## src/rtl/seq_divider_pkg.sv

```systemverilog
// Shared definitions for the sequential divider: FSM state encoding and default width.
// Latency: n/a (declarations only).
// Backpressure: n/a.
package seq_divider_pkg;

  localparam int DIV_WIDTH_DEFAULT = 32;

  typedef enum logic [1:0] {
    IDLE = 2'd0,
    CALC = 2'd1,
    FIX  = 2'd2,
    DONE = 2'd3
  } div_state_t;

endpackage

```

## src/rtl/seq_divider_magnitude.sv

```systemverilog
// Operand magnitude/sign split. Two's-complement when i_signed_mode=1, pass-through otherwise.
// Latency: combinational.
// Backpressure: none.
// Ports: i_val operand, i_signed_mode interpret as signed, o_mag unsigned magnitude, o_neg operand sign.
module div_magnitude #(
  parameter int WIDTH = 32
) (
  input  logic [WIDTH-1:0] i_val,
  input  logic             i_signed_mode,
  output logic [WIDTH-1:0] o_mag,
  output logic             o_neg
);

  assign o_neg = i_signed_mode & i_val[WIDTH-1];
  // The most-negative value negates to itself, which read as unsigned is the
  // correct magnitude 2^(WIDTH-1).
  assign o_mag = o_neg ? -i_val : i_val;

endmodule

```

## src/rtl/seq_divider.sv

```systemverilog
// Sequential restoring divider, signed or unsigned, one quotient bit per clock.
// Latency: done WIDTH+2 cycles after the accepting edge; 1 cycle for a zero divisor.
// Backpressure: start is only accepted in IDLE; requests while busy or in DONE are dropped.
// Ports: clk/reset (sync, active-high); start, signed_mode, dividend, divisor sampled together;
//        busy during CALC/FIX, done single-cycle pulse, div_zero sticky until next good start,
//        hi = remainder, lo = quotient (both held between operations).
module seq_divider
  import seq_divider_pkg::*;
#(
  parameter int WIDTH = DIV_WIDTH_DEFAULT
) (
  input  logic             clk,
  input  logic             reset,
  input  logic             start,
  input  logic             signed_mode,
  input  logic [WIDTH-1:0] dividend,
  input  logic [WIDTH-1:0] divisor,
  output logic             busy,
  output logic             done,
  output logic             div_zero,
  output logic [WIDTH-1:0] hi,
  output logic [WIDTH-1:0] lo
);

  localparam int                 CNT_W     = $clog2(WIDTH) + 1;
  localparam logic [CNT_W-1:0]   LAST_ITER = CNT_W'(WIDTH - 1);

  div_state_t         r_state;
  div_state_t         w_next_state;
  logic [CNT_W-1:0]   r_cnt;
  logic [2*WIDTH-1:0] r_rem;      // upper half: partial remainder, lower half: dividend -> quotient
  logic [WIDTH-1:0]   r_dvsr;
  logic               r_q_neg;
  logic               r_r_neg;
  logic               r_div_zero;
  logic [WIDTH-1:0]   r_hi;
  logic [WIDTH-1:0]   r_lo;

  logic [WIDTH-1:0]   w_dvd_mag;
  logic [WIDTH-1:0]   w_dvs_mag;
  logic               w_dvd_neg;
  logic               w_dvs_neg;
  logic               w_zero;
  logic [WIDTH:0]     w_partial;
  logic [WIDTH:0]     w_diff;
  logic               w_fits;
  logic [WIDTH-1:0]   w_rem_next;
  logic [WIDTH-1:0]   w_q_fixed;
  logic [WIDTH-1:0]   w_r_fixed;

  div_magnitude #(.WIDTH(WIDTH)) u_dvd_mag (
    .i_val         (dividend),
    .i_signed_mode (signed_mode),
    .o_mag         (w_dvd_mag),
    .o_neg         (w_dvd_neg)
  );

  div_magnitude #(.WIDTH(WIDTH)) u_dvs_mag (
    .i_val         (divisor),
    .i_signed_mode (signed_mode),
    .o_mag         (w_dvs_mag),
    .o_neg         (w_dvs_neg)
  );

  assign w_zero = (divisor == '0);

  // Shifted partial remainder needs WIDTH+1 bits. Since the remainder is always
  // below the divisor, a non-borrowing result fits in WIDTH bits, so bit WIDTH
  // of the difference is a clean borrow flag.
  assign w_partial  = r_rem[2*WIDTH-1:WIDTH-1];
  assign w_diff     = w_partial - {1'b0, r_dvsr};
  assign w_fits     = ~w_diff[WIDTH];
  assign w_rem_next = w_fits ? w_diff[WIDTH-1:0] : w_partial[WIDTH-1:0];

  assign w_q_fixed  = r_q_neg ? -r_rem[WIDTH-1:0]       : r_rem[WIDTH-1:0];
  assign w_r_fixed  = r_r_neg ? -r_rem[2*WIDTH-1:WIDTH] : r_rem[2*WIDTH-1:WIDTH];

  always_ff @(posedge clk) begin
    if (reset) begin
      r_state <= IDLE;
    end else begin
      r_state <= w_next_state;
    end
  end

  always_comb begin
    w_next_state = r_state;
    busy         = 1'b0;
    done         = 1'b0;
    case (r_state)
      IDLE: begin
        if (start) begin
          w_next_state = w_zero ? DONE : CALC;
        end
      end
      CALC: begin
        busy = 1'b1;
        if (r_cnt == LAST_ITER) begin
          w_next_state = FIX;
        end
      end
      FIX: begin
        busy         = 1'b1;
        w_next_state = DONE;
      end
      DONE: begin
        done         = 1'b1;
        w_next_state = IDLE;
      end
      default: w_next_state = IDLE;
    endcase
  end

  always_ff @(posedge clk) begin
    if (reset) begin
      r_cnt      <= '0;
      r_rem      <= '0;
      r_dvsr     <= '0;
      r_q_neg    <= 1'b0;
      r_r_neg    <= 1'b0;
      r_div_zero <= 1'b0;
      r_hi       <= '0;
      r_lo       <= '0;
    end else begin
      case (r_state)
        IDLE: begin
          if (start) begin
            r_div_zero <= w_zero;
            if (!w_zero) begin
              r_rem   <= {{WIDTH{1'b0}}, w_dvd_mag};
              r_dvsr  <= w_dvs_mag;
              r_q_neg <= w_dvd_neg ^ w_dvs_neg;
              r_r_neg <= w_dvd_neg;
              r_cnt   <= '0;
            end
          end
        end
        CALC: begin
          r_rem <= {w_rem_next, r_rem[WIDTH-2:0], w_fits};
          r_cnt <= r_cnt + CNT_W'(1);
        end
        FIX: begin
          // Results land on the edge into DONE so they are valid alongside done.
          r_lo <= w_q_fixed;
          r_hi <= w_r_fixed;
        end
        default: ;
      endcase
    end
  end

  assign div_zero = r_div_zero;
  assign hi       = r_hi;
  assign lo       = r_lo;

endmodule
```

## config.mk

```make
export PLATFORM = sky130hd
export DESIGN_NAME = seq_divider
export DESIGN_NICKNAME = d
export VERILOG_FILES = /design/src/rtl/seq_divider_pkg.sv /design/src/rtl/seq_divider_magnitude.sv /design/src/rtl/seq_divider.sv
export SDC_FILE = /design/constraint.sdc
export NUM_CORES = 1
export LEC_CHECK = 0
export BUFFER_PORTS_ARGS = -buffer_cell sky130_fd_sc_hd__buf_4
export CAP_MARGIN = 25
export CELL_PAD_IN_SITES_DETAIL_PLACEMENT = 1
export CELL_PAD_IN_SITES_GLOBAL_PLACEMENT = 2
export CORE_MARGIN = 2
export CORE_UTILIZATION = 30
export CTS_CLUSTER_DIAMETER = 150
export DETAILED_ROUTE_END_ITERATION = 8
export PLACE_DENSITY_LB_ADDON = 0.1
export SKIP_LAST_GASP = 1
export SYNTH_ARGS = -nofsm -noshare
export SYNTH_HDL_FRONTEND = slang
export SYNTH_SLANG_ARGS = --single-unit
```

## constraint.sdc

```tcl
create_clock -name clk -period 7.52 [get_ports clk]
set_clock_uncertainty 0.1 [all_clocks]
set_input_delay 0.752 -clock clk [delete_from_list [all_inputs] [get_ports clk]]
set_output_delay 0.752 -clock clk [all_outputs]
set_load 0.05 [all_outputs]
```

Yosys cells after proc, flatten, opt, wreduce, memory -nomap -nowiden. Cells that the tools add are included.

Memory bits (read-only): 0. Word-level logic and storage cells: 52. Input bits: 68. Output and inout bits: 67. Bits in writable memories: 0. Memories kept: 0. Latch bits: 0. Flip-flop bits (word level): 171.

Divide/modulo/power cells: 0. Mux-type cells: 17. Bitwise operators: 5. Multiply operators: 0. Add/sub/neg operators: 6. Equal/unequal tests: 7. Reductions and logical operators: 8. Shift operators: 0. Order comparisons: 0.

Operators with widths (number): 2-to-1 mux 32 bit (5); 2-to-1 mux 64 bit (2); negator 32 bit (4); case mux 64 bit (2 select lines) (1); subtractor 33 x 32 -> 33 bit (1); zero test 32 bit (1); 2-to-1 mux 6 bit (2); case mux 6 bit (2 select lines) (1); case mux 2 bit (4 select lines) (1); adder 6 x 1 -> 6 bit, second input constant (1); == test 6 x 5 -> 1 bit, second input constant (1); 2-to-1 mux 2 bit (3); inequality test 2 bit, second input constant (3); AND reduction 3 bit (2); == test 2 bit, second input constant (2); AND reduction 2 bit (2); AND 1 bit (2); == test 2 x 1 -> 1 bit, second input constant (1); zero test 2 bit (1); 2-to-1 mux 1 bit (2); NOT 1 bit (2); nonzero test 2 bit (1); OR reduction 2 bit (1); bitwise XOR 1 bit (1).

Depth between registers and ports, before layout.
Depth in word-level cells: 5. Mapped depth: 13. Gate-level depth less buffers: 12.

Modules after synthesis. From an unflattened synthesis, not the netlist that was laid out.

Cell total of the unflattened synthesis: 1348. Area total of the unflattened synthesis: 10959.3 um^2.

By module, submodules not included: seq_divider (sequential area each 3423.3 um^2, area each 9643.0 um^2, cells each 1156, instances 1); div_magnitude (sequential area each 0.0 um^2, area each 658.1 um^2, cells each 96, instances 2).

Worst setup path after synthesis. OpenSTA, ideal clock, no wires.

Path kind: in2reg. From: in divisor[14]. To: reg r_rem[18]. Stages on the path: 10. Required time: 7.292 ns. Data arrival time: 3.162 ns. Library setup time: 0.128 ns. Path buffers: 2. Setup slack: 4.130 ns. Cells stage by stage: or4_1 > or3_4 > or4b_4 > nor3_4 > or2_1 > buf_4 > o21ai_2 > clkbuf_1 > mux2i_1 > nor2_1.

Cells in the longest elaborated chain, start to end: 3.

Ends and longest elaborated chain: start, declared (RTL line seq_divider.sv:17) `input logic [WIDTH-1:0] divisor,`; zero test 32 bit (RTL line seq_divider.sv:65) `assign w_zero = (divisor == '0);`; inequality test 2 bit (no line); AND reduction 3 bit (no line); end signal, assigned (RTL line seq_divider.sv:130) `r_rem <= {{WIDTH{1'b0}}, w_dvd_mag};`; end signal, assigned (RTL line seq_divider.sv:139) `r_rem <= {w_rem_next, r_rem[WIDTH-2:0], w_fits};`; end, declared (RTL line seq_divider.sv:31) `logic [2*WIDTH-1:0] r_rem;`.

No other way between the ends. A chain may end at the register's enable or synchronous reset.

Worst setup path after layout.
From: in divisor[4]. To: reg r_rem[57].

Same word-level chain as after synthesis.

==> out/qor.csv <==
metric;value;unit
status;complete, no violations;
max_freq;227.9;MHz
drt_iter0_drc;506;
cap_violations;0;
tightest_slew;974.3;ps
grt_pass1_vias;9419;
cts-resized-gates;0;
io_buffer_count;134;
wire_per_inst;17.54;µm
stdcell_area;12690;µm²
gr-usage-all-layers;18.36;%
clock_latency;440;ps
yosysWarnings;0;
crit_type;input port to flop;
ir_worst_vdd;0.1499;mV
post-cts-setup-buffer-count;0;
cp_data_required_time;7780;ps
num_rows;69;
rsz0062_at_grt;no;
dr_total_vias;9854;
cp_common_cell;buf_4;
finalNonFillerCells;1928;
drive_gt1_share;13.36;%
antennaDiodeCount;0;
async_flop_share;0;%
place_area;12070;µm²
core-area;35400;µm²
start_kind;input port;
grt_max_degree;83;
synth_area;10720;µm²
crit_fanout;52;
ys_seq_area_share;31.93;%
synthFlopType;dfxtp_1;
slew_violations;0;
cts.clk_slew.worst_paths;80;ps
die_y;193.0;µm
root_buffer;clkbuf_16;
ant_nets;0;
synth-edff-count;0;
die_area;37260;µm²
gp_congestion;0.8241;
cts_tree;done;
grt_overflow;0;
hold_viol;0;
boundaryPins;135;
die_x;193.0;µm
pre_cts_slack;2583;ps
drc_errors;0;
critical_path.cell_chain;buf_4 -> nor4_1 -> nand4b_1 -> or4b_4 -> nor3_4 -> or2_2 -> o21ai_4 -> buf_4 -> nor2_2 -> buf_4 -> a32oi_1 -> o21ai_0;
tns;0;ps
setup_violations;0;
final_util;35.84;%
synthToLayoutAreaGrowth;18.35;%
cts_buffer_depth;2;
worstHoldPathType;flop to flop;
hpwl;25.57;mm
slowest_delay;780;ps
postSynthNetCount;1486;
leakagePower;4.845;nW
whs;359.5;ps
slew-limit-headroom;35.05;%
cts.sinks;171;
avgSynthCellArea;7.797;µm²
total_power;4.592;mW
dp.cells;1896;
ys_types;65;
cp_slowest_cell;or2_2;
drt-vias-per-instance;5.111;
powerDensity;361.9;nW/µm²
worst_slack;3132;ps
first_pass_iters;5;
grt_pass1_wl;53.70;mm
fin_nets;1566;
antenna_found_initial;0;
ctsHoldBuffers;0;
min_period_over_period;58.35;%
endpoint_kind;flop;
ys_ff_latch;171;
fin_crit;4388;ps
cts_buffers;17;
cts-htree-levels;4;
start_util;30.29;%
crit_arrival;4650;ps
synth_cells;1375;
wirelength;33.82;mm
cells in the mapped netlist (all sizes together), types with 2 or more instances:
cell    count  share of area, %
nand2     183               6.4
dfxtp     171                32
nor2      150               5.3
o21ai     103               4.9
a211oi     95               6.7
xor2       95               7.8
a21oi      74               3.5
clkbuf     67               2.3
inv        48               1.7
xnor2      48               3.9
ha         42               4.9
o31ai      33               2.3
mux2i      28               2.6
nor3       25               1.3
o41ai      18               1.5
buf        17              0.90
or3        17               1.0
a21o       16               1.1
nand3      13              0.61
or4        12              0.84
o211ai     11              0.77
a31oi       9              0.53
a32oi       9              0.74
nor2b       9              0.53
nor4        8              0.47
or2         8              0.47
nand2b      6              0.35
o21a        6              0.42
a22o        5              0.41
and2        5              0.29
nor4b       5              0.47
nand4       4              0.23
a21boi      3              0.21
a221o       3              0.28
a22oi       3              0.21
a311oi      2              0.16
and3        2              0.12
nand3b      2              0.14
nor3b       2              0.14
o21bai      2              0.14
o31a        2              0.16
report_power, final:
part           internal (mW)  switching, mW  total [mW]  leakage, nW
combinational          0.776           1.56        2.34         3.17
sequential              1.14          0.189        1.33         1.40
clock                  0.517          0.405       0.922        0.279
total                   2.43           2.16        4.59         4.84
cell type report:
type | count | area [µm²]
clock buffers | 22 | 474.2
clock inverters | 9 | 113.9
fillers | 4302 | 22710
inverters | 48 | 180.2
multi-input cells | 1072 | 6810
flip-flops and latches | 171 | 3423
well taps | 461 | 576.8
repair buffers | 145 | 1109
path summary, 6_finish.rpt:
path	start	end	slack, ps	depth (start not counted)
hold reg to reg	r_dvsr[31]	r_dvsr[31]	360	2
setup / recovery	divisor[4]	r_rem[57]	3130	12
hold / removal	r_dvsr[31]	r_dvsr[31]	360	2
setup reg to reg	r_rem[32]	r_rem[36]	3550	12
cells in the final DEF (no fill, tap or decap), drive strengths merged, types with 3 or more instances in the layout:
cell type,netlist,routed
a21oi,74,74
nand3,13,13
a21o,16,16
o21a,6,6
nor4,8,8
o21ai,103,103
inv,48,49
clkinv,0,3
clkbuf,67,22
ha,42,42
nand2b,6,6
mux2i,28,28
o41ai,18,18
a221o,3,3
nor4b,5,5
buf,17,145
nand2,183,183
clkinvlp,0,3
nor2b,9,9
o211ai,11,11
nor3,25,25
a31oi,9,9
xor2,95,95
or2,8,8
a32oi,9,9
or3,17,17
xnor2,48,48
a22oi,3,3
a211oi,95,95
and2,5,5
a21boi,3,3
o31ai,33,33
a22o,5,5
nand4,4,4
nor2,150,150
or4,12,12
dfxtp,171,171
per-layer routing:
layer / routed length (µm) / global-route usage (%) / up-vias
met1: 18680 / 28.90 / 4646
met4: 285 / 3.875 / 0
met3: 1041 / 2.498 / 18
met2: 13810 / 26.14 / 133
met5: 0 / 0 / -
li1: - / - / 5057
registers in the layout, summed over array words and instances, names as in the netlist:
| signal | flops |
|---|---|
| r_rem | 64 |
| lo | 32 |
| r_dvsr | 32 |
| r_r_neg | 1 |
| hi | 32 |
| r_state | 2 |
| r_cnt | 6 |
| div_zero | 1 |
| r_q_neg | 1 |
cells by family (layout without fill, tap and decap cells):
family	count (synthesis)	in the layout	share of synthesized area [%]
buffers and inverters	132	224	4.925
DFF	171	171	31.93
AOI/OAI and AO/OA	403	403	24.70
adders and majority gates	43	43	5.089
muxes	29	29	2.719
and+or+nand+nor	454	454	18.95
xor gates and xnor gates	143	143	11.68
worst max-delay path, delay by kind of cell:
family | cells | cell delay [ps]
buffers and inverters | 3 | 760
AOI/OAI and AO/OA | 3 | 310
and+or+nand+nor | 6 | 2780
Power figures use the tool's default switching activity.
